===== src/rtl/aes_pkg.sv =====
// Shared AES state geometry: row-major 128-bit state, 4 rows of 4 bytes.
// Latency: none (types, constants and a constant-foldable helper only).
// Backpressure: n/a.
package aes_pkg;

    localparam int AES_STATE_W = 128;
    localparam int AES_BYTE_W  = 8;
    localparam int AES_NB      = 4;

    typedef logic [AES_STATE_W-1:0] aes_state_t;

    typedef enum logic {
        FILL = 1'b0,
        WAIT = 1'b1
    } sr_state_t;

    // MSB index of byte (row, col); use as state[byte_pos(r, c) -: AES_BYTE_W].
    function automatic int byte_pos(input int row, input int col);
        return AES_STATE_W - 1 - (AES_NB * AES_BYTE_W * row) - (AES_BYTE_W * col);
    endfunction

endpackage


===== src/rtl/shift_rows_core.sv =====
// Combinational ShiftRows / InvShiftRows byte permutation of one AES state.
// Latency: 0 cycles (pure wiring plus a 2:1 mux per byte).
// Backpressure: none, no handshake.
module shift_rows_core
    import aes_pkg::*;
(
    input  aes_state_t state_in,
    input  logic       inv,
    output aes_state_t state_out
);

    for (genvar r = 0; r < AES_NB; r++) begin : g_row
        for (genvar c = 0; c < AES_NB; c++) begin : g_col
            localparam int DST = byte_pos(r, c);
            localparam int FWD = byte_pos(r, (c + r) % AES_NB);
            localparam int INV = byte_pos(r, (c - r + AES_NB) % AES_NB);
            assign state_out[DST -: AES_BYTE_W] = inv ? state_in[INV -: AES_BYTE_W]
                                                      : state_in[FWD -: AES_BYTE_W];
        end
    end

endmodule


===== src/rtl/shift_rows_serial.sv =====
// Byte-serial ShiftRows: packs 16 bytes into a state, emits the permuted state (inverse via SHIFT_ROWS_SERIAL_INV_EN).
// Latency: result registered 1 cycle after the 16th byte is accepted; 1 byte/cycle sustained.
// Backpressure: a full block waits (in_ready low) while the output register is still held.
module shift_rows_serial
    import aes_pkg::*;
#(
    parameter int BLK_CNT_W = 8
) (
    input  logic                 clk,
    input  logic                 rst,
    input  logic                 clr,
`ifdef SHIFT_ROWS_SERIAL_INV_EN
    input  logic                 inv,
`endif
    input  logic [7:0]           in_byte,
    input  logic                 in_valid,
    output logic                 in_ready,
    output logic [127:0]         out_data,
    output logic                 out_valid,
    input  logic                 out_ready,
    output logic [BLK_CNT_W-1:0] blk_cnt
);

    sr_state_t  state_q, state_n;
    logic [3:0] cnt_q, cnt_n;
    aes_state_t blk_q, blk_n;
    aes_state_t core_out;
    logic       core_inv;
    logic       load;
    logic       drain;

    assign drain = out_valid & out_ready;

`ifdef SHIFT_ROWS_SERIAL_INV_EN
    logic inv_q;

    // Direction is latched with the first byte so it stays fixed for the whole block.
    always_ff @(posedge clk or posedge rst) begin
        if (rst) begin
            inv_q <= 1'b0;
        end else if (state_q == FILL && !clr && in_valid && cnt_q == 4'd0) begin
            inv_q <= inv;
        end
    end

    assign core_inv = inv_q;
`else
    assign core_inv = 1'b0;
`endif

    // blk_n already holds the incoming 16th byte, so the core sees the full block at once.
    shift_rows_core u_core (
        .state_in  (blk_n),
        .inv       (core_inv),
        .state_out (core_out)
    );

    always_comb begin
        state_n  = state_q;
        cnt_n    = cnt_q;
        blk_n    = blk_q;
        in_ready = 1'b0;
        load     = 1'b0;
        case (state_q)
            FILL: begin
                in_ready = !clr;
                if (clr) begin
                    cnt_n = 4'd0;
                end else if (in_valid) begin
                    for (int k = 0; k < 16; k++) begin
                        if (cnt_q == 4'(k)) begin
                            blk_n[byte_pos(k / AES_NB, k % AES_NB) -: AES_BYTE_W] = in_byte;
                        end
                    end
                    cnt_n = cnt_q + 4'd1;
                    if (cnt_q == 4'd15) begin
                        if (!out_valid || out_ready) begin
                            load = 1'b1;
                        end else begin
                            state_n = WAIT;
                        end
                    end
                end
            end
            WAIT: begin
                if (clr) begin
                    state_n = FILL;
                end else if (drain) begin
                    load    = 1'b1;
                    state_n = FILL;
                end
            end
            default: state_n = FILL;
        endcase
    end

    always_ff @(posedge clk or posedge rst) begin
        if (rst) begin
            state_q   <= FILL;
            cnt_q     <= 4'd0;
            blk_q     <= '0;
            out_data  <= '0;
            out_valid <= 1'b0;
            blk_cnt   <= '0;
        end else begin
            state_q <= state_n;
            cnt_q   <= cnt_n;
            blk_q   <= blk_n;
            if (load) begin
                out_data  <= core_out;
                out_valid <= 1'b1;
                blk_cnt   <= blk_cnt + BLK_CNT_W'(1);
            end else if (drain) begin
                out_valid <= 1'b0;
            end
        end
    end

endmodule


===== config.mk =====
export PLATFORM = sky130hd
export DESIGN_NAME = shift_rows_serial
export DESIGN_NICKNAME = d
export VERILOG_FILES = /design/src/rtl/aes_pkg.sv /design/src/rtl/shift_rows_core.sv /design/src/rtl/shift_rows_serial.sv
export SDC_FILE = /design/constraint.sdc
export NUM_CORES = 1
export LEC_CHECK = 0
export CORE_AREA = 2 2 177 179
export DETAILED_ROUTE_END_ITERATION = 8
export DIE_AREA = 0 0 179 181
export SYNTH_ARGS = -nofsm -noshare
export SYNTH_HDL_FRONTEND = slang
export SYNTH_SLANG_ARGS = --single-unit

===== constraint.sdc =====
create_clock -name clk -period 16.7 [get_ports clk]
set_input_delay 4.175 -clock clk [delete_from_list [all_inputs] [get_ports clk]]
set_output_delay 4.175 -clock clk [all_outputs]
set_load 0.05 [all_outputs]

==> results of run 1 <==
==> worst max-delay path, delay by kind of cell <==
kind                   cells  cell delay (ps)
AND/OR/NAND/NOR            1              230
buffers and inverters      2             1510
==> cell usage in the layout, fill, tap and decap left out <==
cell type	synthesis	final
ha_1	5	5
clkinvlp_4	0	2
clkdlybuf4s50_1	0	150
nor2_1	6	6
xnor2_1	6	6
clkbuf_16	0	31
mux2_2	224	224
nand2_1	16	16
a21oi_1	2	2
bufinv_16	0	3
buf_4	2	4
inv_8	0	1
nor2b_1	4	4
nand3_1	1	1
nand4_1	4	4
and4_1	1	1
clkbuf_1	9	6
o22ai_1	2	2
o21ai_0	4	4
inv_1	4	3
a2bb2oi_1	1	1
mux2i_1	1	1
and4bb_4	2	2
dfrtp_1	270	270
a21o_1	1	1
and4bb_1	1	1
nand2_2	2	2
xor2_1	1	1
nor4b_4	1	1
and4b_1	1	1
o22a_1	1	1
and3_1	7	7
mux2_4	33	33
a41o_4	0	1
nand2b_1	1	1
clkbuf_8	0	13
==> state kept, by name, indices dropped and copies added (netlist names) <==
register and count:
blk_cnt 8, blk_q 128, cnt_q 4, out_data 128
out_valid 1, state_q 1
==> power by group through the flow <==
| stage | Combinational, W | Sequential, W | Clock (W) |
|---|---|---|---|
| finish | 0.0000644 | 0.000686 | 0.000699 |
| CTS | 0.0000670 | 0.000686 | 0.000718 |
| global route | 0.0000726 | 0.000689 | 0.000745 |
| detailed placement | 0.0000669 | 0.000698 | 0 |
| floorplan | 0.0000459 | 0.000697 | 0 |
| global placement | 0.0000661 | 0.000697 | 0 |
==> cell type report <==
type / instances / share of cell area [%]
Clock inverter: 5 / 0.783
Inverter: 4 / 0.168
Timing Repair Buffer: 154 / 11.4
Multi-Input combinational cell: 329 / 26.3
Sequential cell: 270 / 50.4
Tap cell: 396 / 3.69
Clock buffer: 50 / 7.28
==> synthesized netlist by cell type (all sizes together) <==
master and count:
o22ai 2, nor2 6, nand2 18, and4 1, nand3 1, a21o 1
dfrtp 270, o21ai 4, o22a 1, mux2 257, a2bb2oi 1, ha 5
and3 7, nand4 4, xnor2 6, and4bb 3, nor2b 4, nor4b 1
nand2b 1, a41o 1, and4b 1, mux2i 1, buf 24, a21oi 2
inv 4, clkbuf 9, xor2 1
==> per-layer routing <==
metal | share of wire [%] | track usage (%) | vias up
met3 | 4.1 | 2.42 | 40
met1 | 45 | 19.7 | 2950
li1 | - | - | 2544
met5 | 0.056 | 0 | -
met2 | 48 | 23.6 | 110
met4 | 2.4 | 3.67 | 2
==> metrics by stage <==
stage | std cells | hold WS (ps) | power [W]
after floorplan | 636 | 467 | 0.000742
after global placement | 1153 | 463 | 0.000763
after detailed placement | 1153 | 478 | 0.000765
after CTS | 1208 | 491 | 0.00147
after global routing | 1208 | 500 | 0.00151
final | 1208 | 490 | 0.00145
==> kinds of logic (layout without fill, tap and decap cells) <==
logic type | count (synthesis) | in the layout | synth area share [%]
AOI/OAI and AO/OA | 12 | 12 | 0.739
xor gates and xnor gates | 7 | 7 | 0.584
DFF | 270 | 270 | 64.4
muxes | 258 | 258 | 28.9
buffers and inverters | 37 | 213 | 2.08
and+or+nand+nor | 47 | 47 | 2.74
adders and majority gates | 5 | 5 | 0.596
==> path summary, 6_finish.rpt <==
| path | startpoint | endpoint |
|---|---|---|
| max in group asynchronous | rst | blk_q[73] |
| hold / removal | blk_q[37] | blk_q[37] |
| hold reg to reg | blk_q[37] | blk_q[37] |
| min in group asynchronous | rst | blk_q[23] |
| setup reg to reg | state_q | out_data[64] |
| setup / recovery | clr | in_ready |
==> impl_metrics.csv, run 1 <==
group,metric,value,unit
drt,vias,5646,
setup_path,crit_path_top_delay_cell,"clkdlybuf4s50_1",
global_route,global_route.overflow_total,0,
finish,post-route-cell-area,13400,µm²
power,seq_power_share,47.3,%
setup_path,crit_path_end_kind,"output port",
yosys,synth_area,10500,µm²
placement,finalWeightedCongestion,0.722,
timing,clock-skew-final,19.0,ps
global_route,groute.usage.overall,14.4,%
power,max-vdd-ir-drop,0.0662,mV
floorplan,core-area,30300,µm²
power,power_frac_comb,4.4,%
yosys,post_synthesis_area_per_instance,16.5,µm²
cts,clk-insertion-delay-late,550,ps
cts,ctsRootBufferMaster,"clkbuf_16",
timing,clock.fmax,99.1,MHz
setup_path,timing.critical_path.from_type,"input port",
yosys,syn_inst_count,636,
floorplan,chipWidth,179,µm
finish,multi_input_gate_area_in_the_final_layout,3530,µm²
yosys,yosysTopAreaCellShare,64.4,%
timing,setup_total_negative_slack,0,ps
floorplan,row_count,64,
drt,length_of_the_first_detailed_routing_pass_in_iterations,4,
timing,finalCritPeriodShare,60.4,%
placement,io_buffer_count,150,
placement,placement.setup.worst_slack,6600,ps
finish,num-fill-cells,2753,
finish,seqCellArea,6760,µm²
finish,area_added_between_synthesis_and_finish,27.9,%
min_path,holdPathStages,1,
drt,detail_route.wirelength,23.2,mm
cts,numCtsBuffers,30,
timing,tightestPinTransition,1150,ps
drt,drt_first_iter_violations,194,
global_route,initial_antenna_violation_count,2,
floorplan,design.die.area,32400,µm²
power,netSwitchingPower,0.000303,W
yosys,unique_masters_post_synth,32,
timing,setup_slack,6610,ps
power,internal_power,0.00115,W
drt,via_per_inst,4.67,
setup_path,path_max_fanout,12,
timing,setup_repair_after_global_routing_missed_its_margin,"no",
flow_run,timing.max_cap.violations,0,
cts,cts_clock_pin_slew_for_the_worst_setup_and_hold_paths,50,ps
power,power_per_cell_area,108,nW/µm²
setup_path,data_required_time_of_the_critical_path,12520,ps
floorplan,initial_core_util,34.6,%
yosys,seq_area_frac_synth,64.4,%
global_route,grt_pass1_vias,5855,
timing,finalWorstPathRequiredPeriod,10090,ps
timing,setup-violations-final,0,
power,switching_share,20.9,%
finish,layout_cell_share_with_drive_strength_beyond_1,39.0,%
cts,cts_tree,"done",
timing,hold_viol_final,0,
drt,drtAntennaViolNets,0,
cts,cts.sink_count,270,
cts,cts.repair.resized,0,
placement,placed_cell_area,12300,µm²
timing,maxSlewHeadroom,22.9,%
setup_path,critPathMaxStageDelay,880,ps
min_path,holdCritPathClass,"reg -> reg",
setup_path,crit_path_cells,"clkdlybuf4s50_1, nor2_1, clkdlybuf4s50_1",
finish,utilization,44.2,%
power,power.share.clock,48.2,%
finish,fin_nets,807,
setup_path,crit_top_cell,"clkdlybuf4s50_1",
yosys,synth_warnings,0,
floorplan,vert_die_dim,181,µm
cts,clockBufferDepth,3,
drt,drc,0,
yosys,synth.largest_area_cell,"dfrtp_1",
yosys,synth-seq-cells,270,
finish,antenna_cells,0,
yosys,synth.top_cells.by_area,"dfrtp_1 (64%), mux2_2 (24%), mux2_4 (4.7%)",
power,leakagePower,6.42,nW
global_route,global_route_wire_length_before_repair,35.8,mm
run_status,status,"complete, no violations",
yosys,mappedNetlistNets,654,
setup_path,critical_path_arrival,5910,ps
timing,drv_slew,0,
floorplan,ioPinCount,151,
drt,detail_route.wl_per_cell,19.2,µm
setup_path,crit_type,"in -> out",
cts,cts_setup_buffers,0,
cts,cts-htree-levels,1,
cts,postCtsHoldBufs,0,
setup_path,reg2reg_slack,13320,ps
global_route,grt_start_max_net_pins,144,
setup_path,ff2ff_path_depth,4,
placement,place.detailed.hpwl,13.9,mm
Note: power is estimated with default switching activity, not from simulation.
==> run 2, diff against run 1 <==
==> constraint.sdc (replaced) <==
create_clock -name clk -period 9.1 [get_ports clk]
set_input_delay 2.275 -clock clk [delete_from_list [all_inputs] [get_ports clk]]
set_output_delay 2.275 -clock clk [all_outputs]
set_load 0.05 [all_outputs]
==> run 2 against run 1 <==
Clock power rose by 66%. Combinational power rose by 83%. Sequential share of layout area rose by 0.46 points. First-iteration DRC count rose by 40%. Die area did not move. Via count fell by 0.43%. Highest routed layer is now met4. Critical path depth did not move. Sequential power rose by 84%. Routed wire length fell by 2.8%.
==> impl_metrics.csv, run 2 (synthesis results as in run 1) <==
group,metric,value,unit
finish,reg.largest.list,"blk_q x128, out_data x128, blk_cnt x8",
finish,mostFrequentLayoutCells,"dfrtp_1 (270), mux2_2 (224), clkdlybuf4s50_1 (150)",
drt,detail_route.wl_per_cell,18.7,µm
timing,setup_total_negative_slack,0,ps
global_route,initial_antenna_violation_count,0,
flow_run,timing.max_cap.violations,0,
min_path,holdCritPathClass,"reg -> reg",
timing,setup_repair_after_global_routing_missed_its_margin,"no",
setup_path,path_max_fanout,12,
cts,numCtsBuffers,29,
timing,clock-skew-final,9.01,ps
global_route,global_route.overflow_total,0,
floorplan,chipWidth,179,µm
run_status,status,"complete, no violations",
cts,cts-htree-levels,1,
timing,maxSlewHeadroom,25.2,%
timing,drv_slew,0,
min_path,min_to,"blk_cnt[7]",
power,power_per_cell_area,191,nW/µm²
cts,postCtsHoldBufs,0,
cts,cts.repair.resized,0,
finish,fin_nets,807,
timing,finalCritPeriodShare,69.6,%
cts,ctsRootBufferMaster,"clkbuf_16",
setup_path,timing.critical_path.from_type,"input port",
finish,area_added_between_synthesis_and_finish,26.7,%
setup_path,rr_startpoint,"state_q",
drt,detail_route.wirelength,22.5,mm
setup_path,timing.rr.end,"out_data[7]",
floorplan,design.die.area,32400,µm²
finish,num-fill-cells,2740,
placement,place.detailed.hpwl,13.5,mm
finish,layout_cell_share_with_drive_strength_beyond_1,39.0,%
cts,cts_clock_pin_slew_for_the_worst_setup_and_hold_paths,60,ps
cts,cts_tree,"done",
setup_path,reg2reg_slack,6070,ps
cts,cts_setup_buffers,0,
min_path,holdPathStages,1,
timing,clock.fmax,158,MHz
cts,clk-insertion-delay-late,540,ps
floorplan,core-area,30300,µm²
drt,via_per_inst,4.67,
power,leakagePower,6.37,nW
floorplan,vert_die_dim,181,µm
timing,tightestPinTransition,1120,ps
cts,cts.sink_count,270,
drt,length_of_the_first_detailed_routing_pass_in_iterations,4,
power,max-vdd-ir-drop,0.108,mV
finish,antenna_cells,0,
timing,setup-violations-final,0,
global_route,grt_start_max_net_pins,138,
cts,clockBufferDepth,3,
global_route,global_route_wire_length_before_repair,35.5,mm
drt,vias,5622,
setup_path,data_required_time_of_the_critical_path,6830,ps
timing,finalWorstPathRequiredPeriod,6340,ps
placement,finalWeightedCongestion,0.711,
drt,drtAntennaViolNets,0,
timing,setup_slack,2760,ps
setup_path,crit_type,"in -> out",
placement,placement.setup.worst_slack,2760,ps
floorplan,ioPinCount,151,
drt,drc,0,
finish,layout_commonest_cell,"dfrtp_1",
global_route,groute.usage.overall,14.2,%
setup_path,crit_path_end_kind,"output port",
drt,drt_first_iter_violations,271,
finish,utilization,43.8,%
global_route,grt_pass1_vias,5866,
timing,hold_viol_final,0,
power,fin_total_pwr,0.00254,W
setup_path,ff2ff_path_depth,4,
floorplan,row_count,64,
placement,io_buffer_count,150,
min_path,worst_hold_startpoint,"blk_cnt[7]",
setup_path,critical_path_arrival,4060,ps
floorplan,initial_core_util,34.6,%
==> run 2: power breakdown <==
part / switching [W] / internal [W]
registers: 0.0000110 / 0.00125
logic: 0.0000693 / 0.0000485
clock network: 0.000468 / 0.000693
total: 0.000548 / 0.00199
==> run 2: worst max-delay path by stage <==
stage          from          to  slack [ps]  cells after the start
4_1_cts         clr    in_ready        2760                      3
2_1_floorplan   rst  blk_cnt[0]        3260                      1
6_report        clr    in_ready        2760                      3
3_3_place_gp    clr    in_ready        2760                      3
5_1_grt         clr    in_ready        2650                      3
3_5_place_dp    clr    in_ready        2760                      3
==> run 2: layer usage <==
layer  GRT usage (%)  share of wire [%]
met1            20.0                 47
met4            3.51                1.8
met2            22.6                 48
met5               0                  0
met3            2.57                3.8
==> run 2: worst max-delay path, cell delays in order <==
cell and delay [ps]:
clkdlybuf4s50_1 620, nor2_1 280, clkdlybuf4s50_1 880
==> run 2: per-stage QoR <==
step	hold slack (ps)	area (µm²)	instances
after CTS	475	13300	1204
final	465	13300	1204
after detailed placement	466	12400	1154
after global placement	461	12400	1154
after floorplan	467	10500	636
after global routing	501	13300	1204
==> run 2: area by class of cell <==
type | instances | area [µm²] | share of cell area [%]
clock buffers | 40 | 837 | 6.30
clock inverters | 10 | 106 | 0.800
inverters | 4 | 18.8 | 0.141
multi-input cells | 329 | 3530 | 26.5
flip-flops and latches | 270 | 6760 | 50.8
well taps | 396 | 495 | 3.73
repair buffers | 155 | 1550 | 11.7
